### config.mk
export PLATFORM = sky130hd
export DESIGN_NAME = ula_arbiter
export DESIGN_NICKNAME = d
export VERILOG_FILES = /design/src/rtl/ula_pkg.sv /design/src/rtl/comparator.sv /design/src/rtl/rr_arbiter.sv /design/src/rtl/ula.sv /design/src/rtl/ula_arbiter.sv
export SDC_FILE = /design/constraint.sdc
export NUM_CORES = 1
export LEC_CHECK = 0
export CAP_MARGIN = 15
export CORE_UTILIZATION = 34
export CTS_CLUSTER_SIZE = 28
export DETAILED_ROUTE_END_ITERATION = 8
export PLACE_DENSITY = 0.66
export SYNTH_ARGS = -nofsm -noshare
export SYNTH_HDL_FRONTEND = slang
export SYNTH_SLANG_ARGS = --single-unit
export TNS_END_PERCENT = 30
### constraint.sdc
create_clock -name clk -period 5.86 [get_ports clk]
set_input_delay 1.465 -clock clk [delete_from_list [all_inputs] [get_ports clk]]
set_output_delay 1.465 -clock clk [all_outputs]
set_load 0.005 [all_outputs]
### src/rtl/ula_pkg.sv
// Shared types and helpers for the ula arbiter slice.
package ula_pkg;

  typedef enum logic [2:0] {
    ADD = 3'b000,
    SUB = 3'b001,
    AND = 3'b010,
    OR  = 3'b011,
    SLT = 3'b101
  } alu_op_t;

  typedef enum logic [1:0] {
    IDLE,
    EXEC,
    RESP
  } arb_state_t;

  typedef struct packed {
    logic n;
    logic z;
    logic c;
    logic v;
  } flags_t;

  typedef struct packed {
    logic hs;
    logic ls;
    logic hi;
    logic lo;
  } cmp_t;

  // True for the ALUControl codes the ula implements.
  function automatic logic op_supported(logic [2:0] op);
    case (op)
      ADD, SUB, AND, OR, SLT: return 1'b1;
      default:                return 1'b0;
    endcase
  endfunction

endpackage

### src/rtl/comparator.sv
// Unsigned magnitude compare of a against b, derived from a - b.
module comparator
  import ula_pkg::*;
#(
  parameter int unsigned ULA_BITS = 4
) (
  input  logic [ULA_BITS-1:0] a_i,
  input  logic [ULA_BITS-1:0] b_i,
  output logic [3:0]          cmp_o
);

  localparam int unsigned SUM_W = ULA_BITS + 1;

  logic [SUM_W-1:0] diff;
  logic             c;
  logic             z;
  cmp_t             cmp;

  // Carry out of a + ~b + 1 means a >= b.
  always_comb begin
    diff   = {1'b0, a_i} + {1'b0, ~b_i} + SUM_W'(1);
    c      = diff[ULA_BITS];
    z      = ~|diff[ULA_BITS-1:0];
    cmp.hs = c;
    cmp.lo = ~c;
    cmp.hi = c & ~z;
    cmp.ls = ~c | z;
  end

  assign cmp_o = cmp;

endmodule

### src/rtl/rr_arbiter.sv
// Round-robin pick: first valid requester scanning upward from rr_ptr.
module rr_arbiter #(
  parameter  int unsigned NUM_REQ = 2,
  localparam int unsigned ID_W    = $clog2(NUM_REQ)
) (
  input  logic [NUM_REQ-1:0] req_valid_i,
  input  logic [ID_W-1:0]    rr_ptr_i,
  output logic [NUM_REQ-1:0] grant_o,
  output logic [ID_W-1:0]    grant_idx_o
);

  logic        found;
  logic        req_bit;
  int unsigned j;

  // Scan NUM_REQ positions starting at the pointer; first hit wins.
  always_comb begin
    grant_o     = '0;
    grant_idx_o = '0;
    found       = 1'b0;
    req_bit     = 1'b0;
    j           = 0;
    for (int unsigned k = 0; k < NUM_REQ; k++) begin
      j       = (32'(rr_ptr_i) + k) % NUM_REQ;
      req_bit = 1'(req_valid_i >> j);
      if (!found && req_bit) begin
        found       = 1'b1;
        grant_o     = NUM_REQ'(1) << j;
        grant_idx_o = ID_W'(j);
      end
    end
  end

endmodule

### src/rtl/ula.sv
// Small ALU: add, sub, and, or, signed set-less-than with {n,z,c,v} flags.
module ula
  import ula_pkg::*;
#(
  parameter int unsigned ULA_BITS = 4
) (
  input  logic [ULA_BITS-1:0] a_i,
  input  logic [ULA_BITS-1:0] b_i,
  input  logic [2:0]          alu_control_i,
  output logic [ULA_BITS-1:0] result_o,
  output logic [3:0]          flags_o
);

  localparam int unsigned SUM_W = ULA_BITS + 1;
  localparam int unsigned MSB   = ULA_BITS - 1;

  logic [ULA_BITS-1:0] b_eff;
  logic [SUM_W-1:0]    sum;
  logic                ovf;
  logic                addsub;
  logic [ULA_BITS-1:0] res;
  flags_t              fl;

  // Shared adder (bit0 of ALUControl selects a + ~b + 1), result mux and flags.
  always_comb begin
    b_eff  = alu_control_i[0] ? ~b_i : b_i;
    sum    = {1'b0, a_i} + {1'b0, b_eff} + SUM_W'(alu_control_i[0]);
    ovf    = ~(a_i[MSB] ^ b_eff[MSB]) & (a_i[MSB] ^ sum[MSB]);
    addsub = (alu_control_i == ADD) || (alu_control_i == SUB);
    case (alu_control_i)
      ADD, SUB: res = sum[ULA_BITS-1:0];
      AND:      res = a_i & b_i;
      OR:       res = a_i | b_i;
      SLT:      res = ULA_BITS'(sum[MSB] ^ ovf);
      default:  res = '0;
    endcase
    fl.n = res[MSB];
    fl.z = ~|res;
    fl.c = addsub & sum[ULA_BITS];
    fl.v = addsub & ovf;
  end

  assign result_o = res;
  assign flags_o  = fl;

endmodule

### src/rtl/ula_arbiter.sv
// Shares one ula + comparator among NUM_REQ requesters, one response per request.
module ula_arbiter
  import ula_pkg::*;
#(
  parameter  int unsigned ULA_BITS = 4,
  parameter  int unsigned NUM_REQ  = 2,
  localparam int unsigned ID_W     = $clog2(NUM_REQ)
) (
  input  logic                    clk,
  input  logic                    reset,
  input  logic [NUM_REQ-1:0]      req_valid,
  output logic [NUM_REQ-1:0]      req_ready,
  input  logic [NUM_REQ*ULA_BITS-1:0] req_a,
  input  logic [NUM_REQ*ULA_BITS-1:0] req_b,
  input  logic [NUM_REQ*3-1:0]    req_op,
  output logic                    rsp_valid,
  input  logic                    rsp_ready,
  output logic [ID_W-1:0]         rsp_id,
  output logic [ULA_BITS-1:0]     rsp_result,
  output logic [3:0]              rsp_flags,
  output logic [3:0]              rsp_cmp,
  output logic                    rsp_err
);

  arb_state_t          state_q;
  logic [ID_W-1:0]     rr_ptr_q;
  logic [ULA_BITS-1:0] op_a_q;
  logic [ULA_BITS-1:0] op_b_q;
  logic [2:0]          op_q;
  logic [ID_W-1:0]     id_q;
  logic                rsp_valid_q;
  logic [ID_W-1:0]     rsp_id_q;
  logic [ULA_BITS-1:0] rsp_result_q;
  logic [3:0]          rsp_flags_q;
  logic [3:0]          rsp_cmp_q;
  logic                rsp_err_q;

  logic [NUM_REQ-1:0]  grant;
  logic [ID_W-1:0]     grant_idx;
  logic [ULA_BITS-1:0] sel_a;
  logic [ULA_BITS-1:0] sel_b;
  logic [2:0]          sel_op;
  logic [ULA_BITS-1:0] ula_result;
  logic [3:0]          ula_flags;
  logic [3:0]          cmp_out;
  logic                op_err;

  rr_arbiter #(
    .NUM_REQ (NUM_REQ)
  ) u_rr (
    .req_valid_i (req_valid),
    .rr_ptr_i    (rr_ptr_q),
    .grant_o     (grant),
    .grant_idx_o (grant_idx)
  );

  ula #(
    .ULA_BITS (ULA_BITS)
  ) u_ula (
    .a_i           (op_a_q),
    .b_i           (op_b_q),
    .alu_control_i (op_q),
    .result_o      (ula_result),
    .flags_o       (ula_flags)
  );

  comparator #(
    .ULA_BITS (ULA_BITS)
  ) u_cmp (
    .a_i   (op_a_q),
    .b_i   (op_b_q),
    .cmp_o (cmp_out)
  );

  // Operand slice of the current winner.
  assign sel_a  = ULA_BITS'(req_a >> (32'(grant_idx) * ULA_BITS));
  assign sel_b  = ULA_BITS'(req_b >> (32'(grant_idx) * ULA_BITS));
  assign sel_op = 3'(req_op >> (32'(grant_idx) * 3));
  assign op_err = ~op_supported(op_q);

  // Grant is only offered while idle and out of reset.
  assign req_ready = (state_q == IDLE && !reset) ? grant : '0;

  // Accept -> execute -> respond sequencer with registered response.
  always_ff @(posedge clk) begin
    if (reset) begin
      state_q      <= IDLE;
      rr_ptr_q     <= '0;
      op_a_q       <= '0;
      op_b_q       <= '0;
      op_q         <= '0;
      id_q         <= '0;
      rsp_valid_q  <= 1'b0;
      rsp_id_q     <= '0;
      rsp_result_q <= '0;
      rsp_flags_q  <= '0;
      rsp_cmp_q    <= '0;
      rsp_err_q    <= 1'b0;
    end else begin
      case (state_q)
        IDLE: begin
          if (|grant) begin
            op_a_q  <= sel_a;
            op_b_q  <= sel_b;
            op_q    <= sel_op;
            id_q    <= grant_idx;
            state_q <= EXEC;
          end
        end
        EXEC: begin
          rsp_id_q     <= id_q;
          rsp_err_q    <= op_err;
          rsp_result_q <= op_err ? '0 : ula_result;
          rsp_flags_q  <= op_err ? '0 : ula_flags;
          rsp_cmp_q    <= op_err ? '0 : cmp_out;
          rsp_valid_q  <= 1'b1;
          state_q      <= RESP;
        end
        RESP: begin
          if (rsp_ready) begin
            rsp_valid_q <= 1'b0;
            rr_ptr_q    <= (32'(rsp_id_q) == NUM_REQ - 1) ? '0 : rsp_id_q + 1'b1;
            state_q     <= IDLE;
          end
        end
        default: state_q <= IDLE;
      endcase
    end
  end

  assign rsp_valid  = rsp_valid_q;
  assign rsp_id     = rsp_id_q;
  assign rsp_result = rsp_result_q;
  assign rsp_flags  = rsp_flags_q;
  assign rsp_cmp    = rsp_cmp_q;
  assign rsp_err    = rsp_err_q;

endmodule

==> results.md <==
* Type of the worst min-delay path: flip-flop to flip-flop
* Core Box Area at 4880 um2
* FMAX at 0.213 GHz
* Fraction of registers with async set or reset after synthesis at 0%
* Tcrit/Tclk final at 80.0%
* Register area share after synthesis at 32.7%
* DP Area at 2210 um2
* Dpl cells at 316
* Status: finished, final reports clean
* Post-CTS Repair Setup Buffers at 0
* Syn nets at 260
* Worst setup path class: input pin to primary output
* Post-synth EDFFs at 0
* DR iter-0 viols at 85
* Relative slew slack at 28.2%
* FF/Latch Area at 581 um2
* Max IR drop VDD at 0.161 mV
* Total Nets Final at 300
* Post-route cell area at 2320 um2
* Number of register bits inferred by synthesis at 29
* Crit path time final at 4.69 ns
* Area delta synth->final at 30.8%
* Leak Pwr at 0.932 nW
* Final ANT Viol Nets at 0
* Starting Density at 36.3%
* Clock power share at 29.0%
* Detailed Route WL at 3780 um
* Most frequent cells in the layout: nand2_1 (43), clkdlybuf4s50_1 (43), dfxtp_1 (29)
* Hold slack at 0.453 ns
* Post-synth top area share at 32.7%
* Die width at 74.2 um
* # rows at 25
* Die area at 5510 um2
* Power Density at 290 nW/um2
* Synth top area cells: dfxtp_1 (33%), ha_1 (11%), nand2_1 (9.1%)
* IO Pins at 44
* Die Ht at 74.2 um
* Yosys top cell by area: dfxtp_1
* Switching power at 0.210 mW
* Sequential power share at 37.3%
* CTS resizes at 0
* Count of final hold-check violations at 0
* Final Skew at 0.00675 ns
* Routed len/inst at 11.7 um
* Slew @ Worst Pin at 1.07 ns
* Largest net degree at the start of global routing at 17
* Vias per cell at 4.87
* Critical Path AT at 3.22 ns
* Final GP Congestion at 0.765
* Synth cell types at 44
* Fillers at 501
* Maximum root-to-sink buffer count at 2
* Switching share of total power at 31.2%
* Gate Count Post-Synth at 216
* Final setup viols at 0
* DP Worst Slack at 1.17 ns
* DR vias at 1,573
* Vias in the first global route at 1,405
* Final worst setup slack at 1.17 ns
* Global-route wire length before repair at 6240 um
* DRT Pass-1 Iters at 4
* Synthesized area at 1770 um2
* Detailed-placement wirelength estimate at 2950 um
* Total GRT Usage at 14.7%
* Footprint of the multi-input gates at 1060 um2
* TritonCTS buffer count at 5
* # H-tree levels at 2
* Antenna diodes at 0
* Layout cells sized above 1 at 5.08%
* Internal power at 0.462 mW
* Total power at 0.673 mW
* Sum Neg Setup Slack at 0 ns
* Final core occ at 47.5%
* Crit Path Max Fanout at 16
* Slew Limit Fails at 0
* Ys flop type: dfxtp_1
* Clock latency at the later pin of the worst-skew pair at 0.28 ns
* Layout Cells excl Fill at 323
* Flop2flop setup slack at 3.40 ns
* Startpoint types: input pin
* Worst EP required at 4.39 ns
* Logic pwr share at 33.7%
* CTS tree: yes
* RSZ-0062 raised after global routing: no
* Syn. warnings at 0
* Crit end category: primary output
* Max Cap Viol at 0
* IO buf count at 43
* Initial antenna violation count at 0
* Mean Syn Cell Area at 8.21 um2
* Grt total ovfl at 0
* Cts hold-fix bufs at 0
* Sink Count at 29
* Clk root buf: clkbuf_8
* Clk slew on worst S/H paths at 0.06 ns
* DRC at 0
## path summary, 6_finish.rpt
kind	start	to	depth (start not counted)
max reg2reg	op_q[0]	rsp_flags[2]	7
max	reset	req_ready[0]	4
min	rsp_flags[1]	rsp_flags[1]	2
min reg2reg	rsp_flags[1]	rsp_flags[1]	2
## state kept, by name (all words and copies together), names as in the netlist
signal and flops:
op_q 3, rsp_err 1, id_q 1, rsp_result 4, op_a_q 4, rr_ptr_q 1, rsp_cmp 4, rsp_flags 3
op_b_q 4, rsp_id 1, state_q 2, rsp_valid 1
## cell type report
type	instances	share of cell area [%]
multi-input combinational	162	45.7
clock buffer	5	2.97
timing repair buffer	44	18.9
clock inverter	2	1.51
sequential	29	25.0
tap	67	3.62
inverter	14	2.27
## power by group through the flow
| stage | clock [mW] | sequential (mW) | combinational [mW] |
|---|---|---|---|
| 6_report | 0.195 | 0.251 | 0.227 |
| 5_1_grt | 0.209 | 0.255 | 0.256 |
| 4_1_cts | 0.198 | 0.251 | 0.229 |
| 3_5_place_dp | 0 | 0.255 | 0.228 |
| 3_3_place_gp | 0 | 0.254 | 0.225 |
| 2_1_floorplan | 0 | 0.243 | 0.168 |
## worst max-delay path, stage by stage
cell             delay, ns
clkdlybuf4s50_1       0.69
nor3_1                0.35
and3_1                0.21
clkdlybuf4s50_1       0.50
## layer usage
| metal | vias to the layer above | share of wire (%) | GRT usage (%) | wire length [um] |
|---|---|---|---|---|
| met5 | - | 0 | 0 | 0 |
| li1 | 822 | - | - | - |
| met3 | 4 | 4.4 | 4.07 | 168 |
| met2 | 44 | 46 | 22.9 | 1750 |
| met1 | 703 | 48 | 19.6 | 1820 |
| met4 | 0 | 1.1 | 5.03 | 40 |
## cell usage after synthesis, drive strengths merged, types with 6 or more instances
cell type  number
o21ai           7
ha             15
a21oi          15
nand2b          6
inv            14
dfxtp          29
nor2           15
a32oi           8
clkbuf          8
nand2          43
## logic make-up (layout without fill, tap and decap cells)
logic type	count (synthesis)	after routing	synth area share, %
simple gates	85	85	22.4
flops	29	29	32.7
fa+ha+maj	17	17	12.8
mux	4	4	2.26
buf+inv	25	65	7.48
compound gates	49	49	18.8
xor+xnor	7	7	3.46
(Power assumes the default switching activity.)
